===== config.mk =====
export PLATFORM = sky130hd
export DESIGN_NAME = rs_encoder_flat
export DESIGN_NICKNAME = d
export VERILOG_FILES = /design/src/rtl/rs_pkg.sv /design/src/rtl/rs_encoder_if.sv /design/src/rtl/gf_const_mult.sv /design/src/rtl/rs_encoder.sv /design/src/flat_wrapper.sv
export SDC_FILE = /design/constraint.sdc
export NUM_CORES = 1
export LEC_CHECK = 0
export CORE_MARGIN = 5
export CORE_UTILIZATION = 60
export DETAILED_ROUTE_END_ITERATION = 7
export PLACE_DENSITY = 0.78
export SLEW_MARGIN = 0
export SYNTH_ARGS = -nofsm -noshare
export SYNTH_HDL_FRONTEND = slang
export SYNTH_SLANG_ARGS = --single-unit

===== constraint.sdc =====
create_clock -name Clk -period 5.6 [get_ports Clk]
set_clock_uncertainty 0.05 [all_clocks]
set_input_delay 1.12 -clock Clk [delete_from_list [all_inputs] [get_ports Clk]]
set_output_delay 1.12 -clock Clk [all_outputs]
set_load 0.02 [all_outputs]

===== src/rtl/rs_pkg.sv =====
// rs_pkg -- shared definitions for the RS(204,188) encoder and syndrome blocks.
//   N, K, NPAR   : codeword length, message length, parity symbol count
//   PRIM_POLY    : GF(256) field polynomial x^8+x^4+x^3+x^2+1
//   GEN[0..15]   : generator coefficients g0..g15 of
//                  g(x) = (x+a^0)(x+a^1)...(x+a^15), g16 = 1 implicit
//   rs_state_e   : encoder FSM states
//   gf_xtime / gf_mul_alpha_pow : constant-only helpers used to build XOR trees
package rs_pkg;

    localparam int N    = 204;
    localparam int K    = 188;
    localparam int NPAR = 16;

    localparam logic [8:0] PRIM_POLY = 9'h11D;

    localparam logic [7:0] GEN [NPAR] = '{
        8'h3B, 8'h24, 8'h32, 8'h62, 8'hE5, 8'h29, 8'h41, 8'hA3,
        8'h08, 8'h1E, 8'hD1, 8'h44, 8'hBD, 8'h68, 8'h0D, 8'h3B
    };

    typedef enum logic [1:0] {
        IDLE   = 2'd0,
        DATA   = 2'd1,
        PARITY = 2'd2
    } rs_state_e;

    // Multiply by alpha (x) modulo the field polynomial.
    function automatic logic [7:0] gf_xtime(input logic [7:0] b);
        return {b[6:0], 1'b0} ^ (b[7] ? PRIM_POLY[7:0] : 8'h00);
    endfunction

    // c * alpha^n, evaluated at elaboration time only.
    function automatic logic [7:0] gf_mul_alpha_pow(input logic [7:0] c, input int n);
        logic [7:0] r;
        r = c;
        for (int i = 0; i < n; i++) begin
            r = gf_xtime(r);
        end
        return r;
    endfunction

endpackage


===== src/rtl/rs_encoder_if.sv =====
// rs_encoder_if -- byte stream bundle around the RS encoder.
//   Msg_In/In_Valid/In_Ready : upstream message bytes, transfer = In_Valid & In_Ready
//   Code_Out/Out_Valid       : codeword bytes, no backpressure
//   Out_Sop/Out_Eop          : first / last byte of each 204-byte codeword
// master = the environment (source of messages, sink of codewords)
// slave  = the encoder
interface rs_encoder_if;

    logic [7:0] Msg_In;
    logic       In_Valid;
    logic       In_Ready;
    logic [7:0] Code_Out;
    logic       Out_Valid;
    logic       Out_Sop;
    logic       Out_Eop;

    modport master (
        output Msg_In,
        output In_Valid,
        input  In_Ready,
        input  Code_Out,
        input  Out_Valid,
        input  Out_Sop,
        input  Out_Eop
    );

    modport slave (
        input  Msg_In,
        input  In_Valid,
        output In_Ready,
        output Code_Out,
        output Out_Valid,
        output Out_Sop,
        output Out_Eop
    );

endinterface


===== src/rtl/gf_const_mult.sv =====
// gf_const_mult -- GF(256) multiply by a fixed constant.
//   a_i   : 8-bit field element
//   p_o   : a_i * CONST, a pure XOR tree
//   CONST : constant multiplicand
// Column i of the multiply matrix is CONST * alpha^i; the product is the XOR
// of the columns selected by the set bits of a_i.
module gf_const_mult #(
    parameter logic [7:0] CONST = 8'h01
) (
    input  logic [7:0] a_i,
    output logic [7:0] p_o
);
    import rs_pkg::*;

    logic [7:0] term [8];

    for (genvar i = 0; i < 8; i++) begin : g_col
        localparam logic [7:0] COL = gf_mul_alpha_pow(CONST, i);
        assign term[i] = a_i[i] ? COL : 8'h00;
    end

    always_comb begin
        p_o = 8'h00;
        for (int i = 0; i < 8; i++) begin
            p_o = p_o ^ term[i];
        end
    end

endmodule


===== src/rtl/rs_encoder.sv =====
// rs_encoder -- systematic shortened RS(204,188) encoder, t = 8.
//   Clk   : sole clock, rising edge
//   Reset : synchronous, active low
//   bus   : rs_encoder_if.slave (message bytes in, codeword bytes out)
// Message bytes are forwarded with one cycle of latency while a 16-stage LFSR
// divides by g(x); the parity bytes follow immediately from R15.
//
// state  | meaning
// -------+--------------------------------------------------------------
// IDLE   | waiting for the first byte of a frame, LFSR all zero
// DATA   | accepting message bytes 2..188, gaps allowed
// PARITY | shifting out R15 for 16 cycles, input stalled
module rs_encoder
    import rs_pkg::*;
(
    input  logic    Clk,
    input  logic    Reset,
    rs_encoder_if.slave bus
);

    localparam logic [7:0] LAST_MSG = 8'(K - 1);
    localparam logic [7:0] LAST_CW  = 8'(N - 1);

    rs_state_e  state_q;
    logic [7:0] count_q;
    logic [7:0] par_q [NPAR];
    logic [7:0] par_d [NPAR];
    logic [7:0] code_q;
    logic       valid_q;
    logic       sop_q;
    logic       eop_q;
    logic       ready_q;

    logic       accept;
    logic [7:0] fb;
    logic [7:0] gfb [NPAR];

    assign accept = bus.In_Valid & ready_q;
    assign fb     = bus.Msg_In ^ par_q[NPAR-1];

    for (genvar k = 0; k < NPAR; k++) begin : g_mult
        gf_const_mult #(.CONST(GEN[k])) u_mult (
            .a_i (fb),
            .p_o (gfb[k])
        );
    end

    // One LFSR step for an accepted message byte.
    always_comb begin
        par_d[0] = gfb[0];
        for (int k = 1; k < NPAR; k++) begin
            par_d[k] = par_q[k-1] ^ gfb[k];
        end
    end

    always_ff @(posedge Clk) begin
        if (!Reset) begin
            state_q <= IDLE;
            count_q <= 8'd0;
            code_q  <= 8'h00;
            valid_q <= 1'b0;
            sop_q   <= 1'b0;
            eop_q   <= 1'b0;
            ready_q <= 1'b0;
            for (int k = 0; k < NPAR; k++) begin
                par_q[k] <= 8'h00;
            end
        end else begin
            valid_q <= 1'b0;
            sop_q   <= 1'b0;
            eop_q   <= 1'b0;
            case (state_q)
                IDLE, DATA: begin
                    ready_q <= 1'b1;
                    if (accept) begin
                        code_q  <= bus.Msg_In;
                        valid_q <= 1'b1;
                        sop_q   <= (count_q == 8'd0);
                        count_q <= count_q + 8'd1;
                        for (int k = 0; k < NPAR; k++) begin
                            par_q[k] <= par_d[k];
                        end
                        if (count_q == LAST_MSG) begin
                            state_q <= PARITY;
                            ready_q <= 1'b0;
                        end else begin
                            state_q <= DATA;
                        end
                    end
                end
                PARITY: begin
                    code_q  <= par_q[NPAR-1];
                    valid_q <= 1'b1;
                    eop_q   <= (count_q == LAST_CW);
                    par_q[0] <= 8'h00;
                    for (int k = 1; k < NPAR; k++) begin
                        par_q[k] <= par_q[k-1];
                    end
                    if (count_q == LAST_CW) begin
                        state_q <= IDLE;
                        count_q <= 8'd0;
                        ready_q <= 1'b1;
                        for (int k = 0; k < NPAR; k++) begin
                            par_q[k] <= 8'h00;
                        end
                    end else begin
                        count_q <= count_q + 8'd1;
                    end
                end
                default: begin
                    state_q <= IDLE;
                    count_q <= 8'd0;
                    ready_q <= 1'b0;
                end
            endcase
        end
    end

    assign bus.In_Ready  = ready_q;
    assign bus.Code_Out  = code_q;
    assign bus.Out_Valid = valid_q;
    assign bus.Out_Sop   = sop_q;
    assign bus.Out_Eop   = eop_q;

endmodule

===== src/flat_wrapper.sv =====
// flat-port wrapper written by rule: the top's interface ports become plain ports
module rs_encoder_flat import rs_pkg::*;
  (Clk, Reset, bus_Msg_In, bus_In_Valid, bus_In_Ready, bus_Code_Out, bus_Out_Valid, bus_Out_Sop, bus_Out_Eop);
  rs_encoder_if bus_i ();
  input  logic Clk;
  input  logic Reset;
  input wire logic [$bits(bus_i.Msg_In)-1:0] bus_Msg_In;
  input wire logic [$bits(bus_i.In_Valid)-1:0] bus_In_Valid;
  output wire logic [$bits(bus_i.In_Ready)-1:0] bus_In_Ready;
  output wire logic [$bits(bus_i.Code_Out)-1:0] bus_Code_Out;
  output wire logic [$bits(bus_i.Out_Valid)-1:0] bus_Out_Valid;
  output wire logic [$bits(bus_i.Out_Sop)-1:0] bus_Out_Sop;
  output wire logic [$bits(bus_i.Out_Eop)-1:0] bus_Out_Eop;
  assign bus_i.Msg_In = bus_Msg_In;
  assign bus_i.In_Valid = bus_In_Valid;
  assign bus_In_Ready = bus_i.In_Ready;
  assign bus_Code_Out = bus_i.Code_Out;
  assign bus_Out_Valid = bus_i.Out_Valid;
  assign bus_Out_Sop = bus_i.Out_Sop;
  assign bus_Out_Eop = bus_i.Out_Eop;
  rs_encoder u_core (.Clk(Clk), .Reset(Reset), .bus(bus_i));
endmodule

==> reports/qor.txt <==
status -> finished clean
syn_area_per_cell -> 9.729 um^2
diodes inserted -> 0
met3 routed WL -> 1606 um
PostCTS Resize Cnt -> 0
critical path required time -> 5.84 ns
M1 WL -> 8493 um
final std cells w/o fill -> 1,051
initial antenna violation count -> 0
Min-Delay Path Class -> flop to flop
clock-pin transition on the worst setup and hold timing paths -> 0.06 ns
Post-Syn Nets -> 868
gpl congestion -> 0.9005
Site Rows -> 43
die width -> 127.7 um
Startpoint Class -> primary input
most common flop cell mapped by yosys -> dfxtp_1
Clock Sinks -> 150
vias per std cell -> 6.061
DP Wirelength -> 13,810 um
Fmax achieved -> 262.1 MHz
drt total wl -> 20,900 um
max cap viols -> 0
Synth top area share -> 23.10%
cell taking the most area after synthesis -> edfxtp_1
Tightest Pin Transition -> 1.242 ns
Hold Buf Count CTS -> 0
vias in the first global route -> 6,224
Internal Pwr Total -> 0.002567 W
net switching power -> 0.001380 W
total placed cells including tap cells -> 1,019
first-pass GRT wire length -> 32,830 um
Synth Register Bits -> 150
Routed Antenna Nets -> 0
Initial Utilization -> 60.63%
Syn Inst Count -> 855
distinct cell type count after synthesis -> 46
placeable core area -> 0.01372 mm^2
NumNets Final -> 871
critical-path cell list -> clkdlybuf4s50_1 > xnor2_2 > xnor2_2 > xnor2_1 > xor2_1 > mux2i_1 > a211oi_1
WHS -> 0.4213 ns
EDFF count, synth -> 64
Slew Limit Headroom -> 17.21%
Warnings, synthesis -> 0
first drt pass iteration count -> 5
Worst path most repeated cell -> xnor2_2
DRC viols -> 0
fin crit period -> 3.815 ns
delay-heaviest family, CP -> XOR/XNOR gates
Slowest cell on crit path -> xnor2_2
Area contributors post-synth -> edfxtp_1 (23%), dfxtp_1 (21%), xnor2_1 (9.9%), xor2_1 (8.0%), xnor3_1 (4.9%)
clk buf depth -> 2
grt ovf -> 0
IR drop worst, VDD -> 348.0 uV
via count -> 6,370
commonest non-fill, non-tap cell in the layout -> nor2_1
asr flop ratio synth -> 0%
synthesized cell area -> 0.008318 mm^2
sw frac -> 34.97%
period utilisation layout -> 68.12%
Filler cells -> 1,005
Final Max Tran Viols -> 0
crit path kind -> primary input to flop
Max FO, Critical Path -> 14
Die ar. -> 0.01632 mm^2
sequential fraction of the synthesis area -> 43.80%
leakage -> 3.678 nW
Ports -> 23
Pwr Density -> 424.7 mW/mm^2
commonest non-fill, non-tap cells in the layout -> nor2_1 (96), xnor2_1 (90), dfxtp_1 (86)
WL per Instance -> 19.88 um
Reg power frac -> 33.9%
CP peak stage delay -> 0.79 ns
Fin. Hold Viols -> 0
die height -> 127.7 um
RSZ-0062 raised after global routing -> false
met2 wire length -> 10,190 um
# setup viols final -> 0
area grow syn2layout -> 11.73%
largest net degree at the start of global routing -> 57
I/O Buffers -> 22
CTS buffer count -> 17
Clk pwr share -> 28.1%
CTS tree -> yes
CP bufs+invs -> 1
TNS Setup -> 0 ns
Combinational Power Share -> 38.0%
all-layer global routing usage -> 26.06%
postcts setup bufs -> 0
Clock Latency Late Sink -> 0.44 ns
uppermost layer routed -> met4
share of layout cells above drive strength 1 -> 8.611%
Crit. End Element -> flop
H-tree levels -> 4
Critical Path AT -> 4.06 ns
root buffer cell -> clkbuf_16
Initial DRC Count -> 644
[stage by stage]
step	total power (W)	setup WS, ns	util, %	area, um^2
2_1_floorplan	0.002484	2.110	-	8318
3_3_place_gp	0.002795	1.505	63.58	8723
3_5_place_dp	0.002825	1.416	63.58	8723
4_1_cts	0.003933	1.840	67.74	9294
5_1_grt	0.004130	1.643	67.74	9294
6_report	0.003947	1.785	67.74	9294
[per-layer routing]
| metal | vias up | global-route usage [%] |
|---|---|---|
| met5 | - | 0 |
| met4 | 0 | 11.36 |
| met3 | 49 | 6.125 |
| met2 | 309 | 43.04 |
| met1 | 3054 | 32.72 |
| li1 | 2958 | - |
[cells by family (layout without fill, tap and decap cells)]
logic type	after synthesis	in the layout	share of synthesized area, %
XOR/XNOR	200	200	25.71
flip-flops	150	150	43.80
AND/OR/NAND/NOR	253	253	13.64
buffers and inverters	63	79	3.084
multiplexers	5	5	0.6017
AO/OA/AOI/OAI	182	182	12.86
adder cells (fa/ha/maj)	2	2	0.3008
[power by group through the flow]
stage,clock network (W),registers [W],logic (W)
after detailed placement,0,0.00136,0.00147
after global placement,0,0.00135,0.00144
after CTS,0.00111,0.00134,0.00149
after floorplan,0,0.00134,0.00114
after global routing,0.00116,0.00135,0.00162
final,0.00111,0.00134,0.00150
[worst reg2reg max path, cell delays in order, from the launching register on]
cell,delay [ns]
dfxtp_1,0.38
xnor2_2,0.82
xnor2_2,0.52
xnor2_1,0.50
xor2_1,0.32
mux2i_1,0.25
a211oi_1,0.09
[state kept, by name, indices dropped and copies added, names as in the netlist]
name	cells
u_core.state_q	2
u_core.bus.Code_Out	8
u_core.bus.Out_Valid	1
u_core.bus.In_Ready	1
u_core.bus.Out_Sop	1
u_core.count_q	8
u_core.par_q	128
u_core.bus.Out_Eop	1
[Yosys cell counts, types with 3 or more instances]
library cell,number
nor2b_1,5
xor2_1,76
mux2i_1,5
nor3_1,5
inv_1,7
or2_2,5
xnor3_1,18
xnor2_1,94
a311oi_1,5
xnor2_2,5
xnor2_4,3
or3_1,31
o211a_1,4
nand2_1,81
o21ai_0,79
o22ai_1,10
clkbuf_1,46
dfxtp_1,86
buf_2,7
nand4_1,3
nand3_1,10
a211oi_1,35
and3_1,4
a21oi_1,39
edfxtp_1,64
o21ai_1,3
nor2_1,98
[final timing paths]
check | from | to | slack [ns] | depth (start not counted)
worst min-delay path | u_core.par_q[1][14] | u_core.par_q[1][14] | 0.42 | 2
worst min register to register | u_core.par_q[1][14] | u_core.par_q[1][14] | 0.42 | 2
worst max register to register | u_core.par_q[1][61] | u_core.par_q[1][57] | 2.53 | 6
worst max-delay path | bus_Msg_In[5] | u_core.par_q[1][57] | 1.79 | 7
[layout make-up]
type	count	area, um^2	share of cell area, %
tap	180	225.2	2.423
clock buffer	21	503.0	5.412
multi-input combinational	642	4473	48.13
sequential	150	3643	39.20
inverter	7	26.28	0.2827
timing repair buffer	40	355.3	3.823
clock inverter	11	67.56	0.7270
No activity file was read; power rests on OpenSTA's default activity.
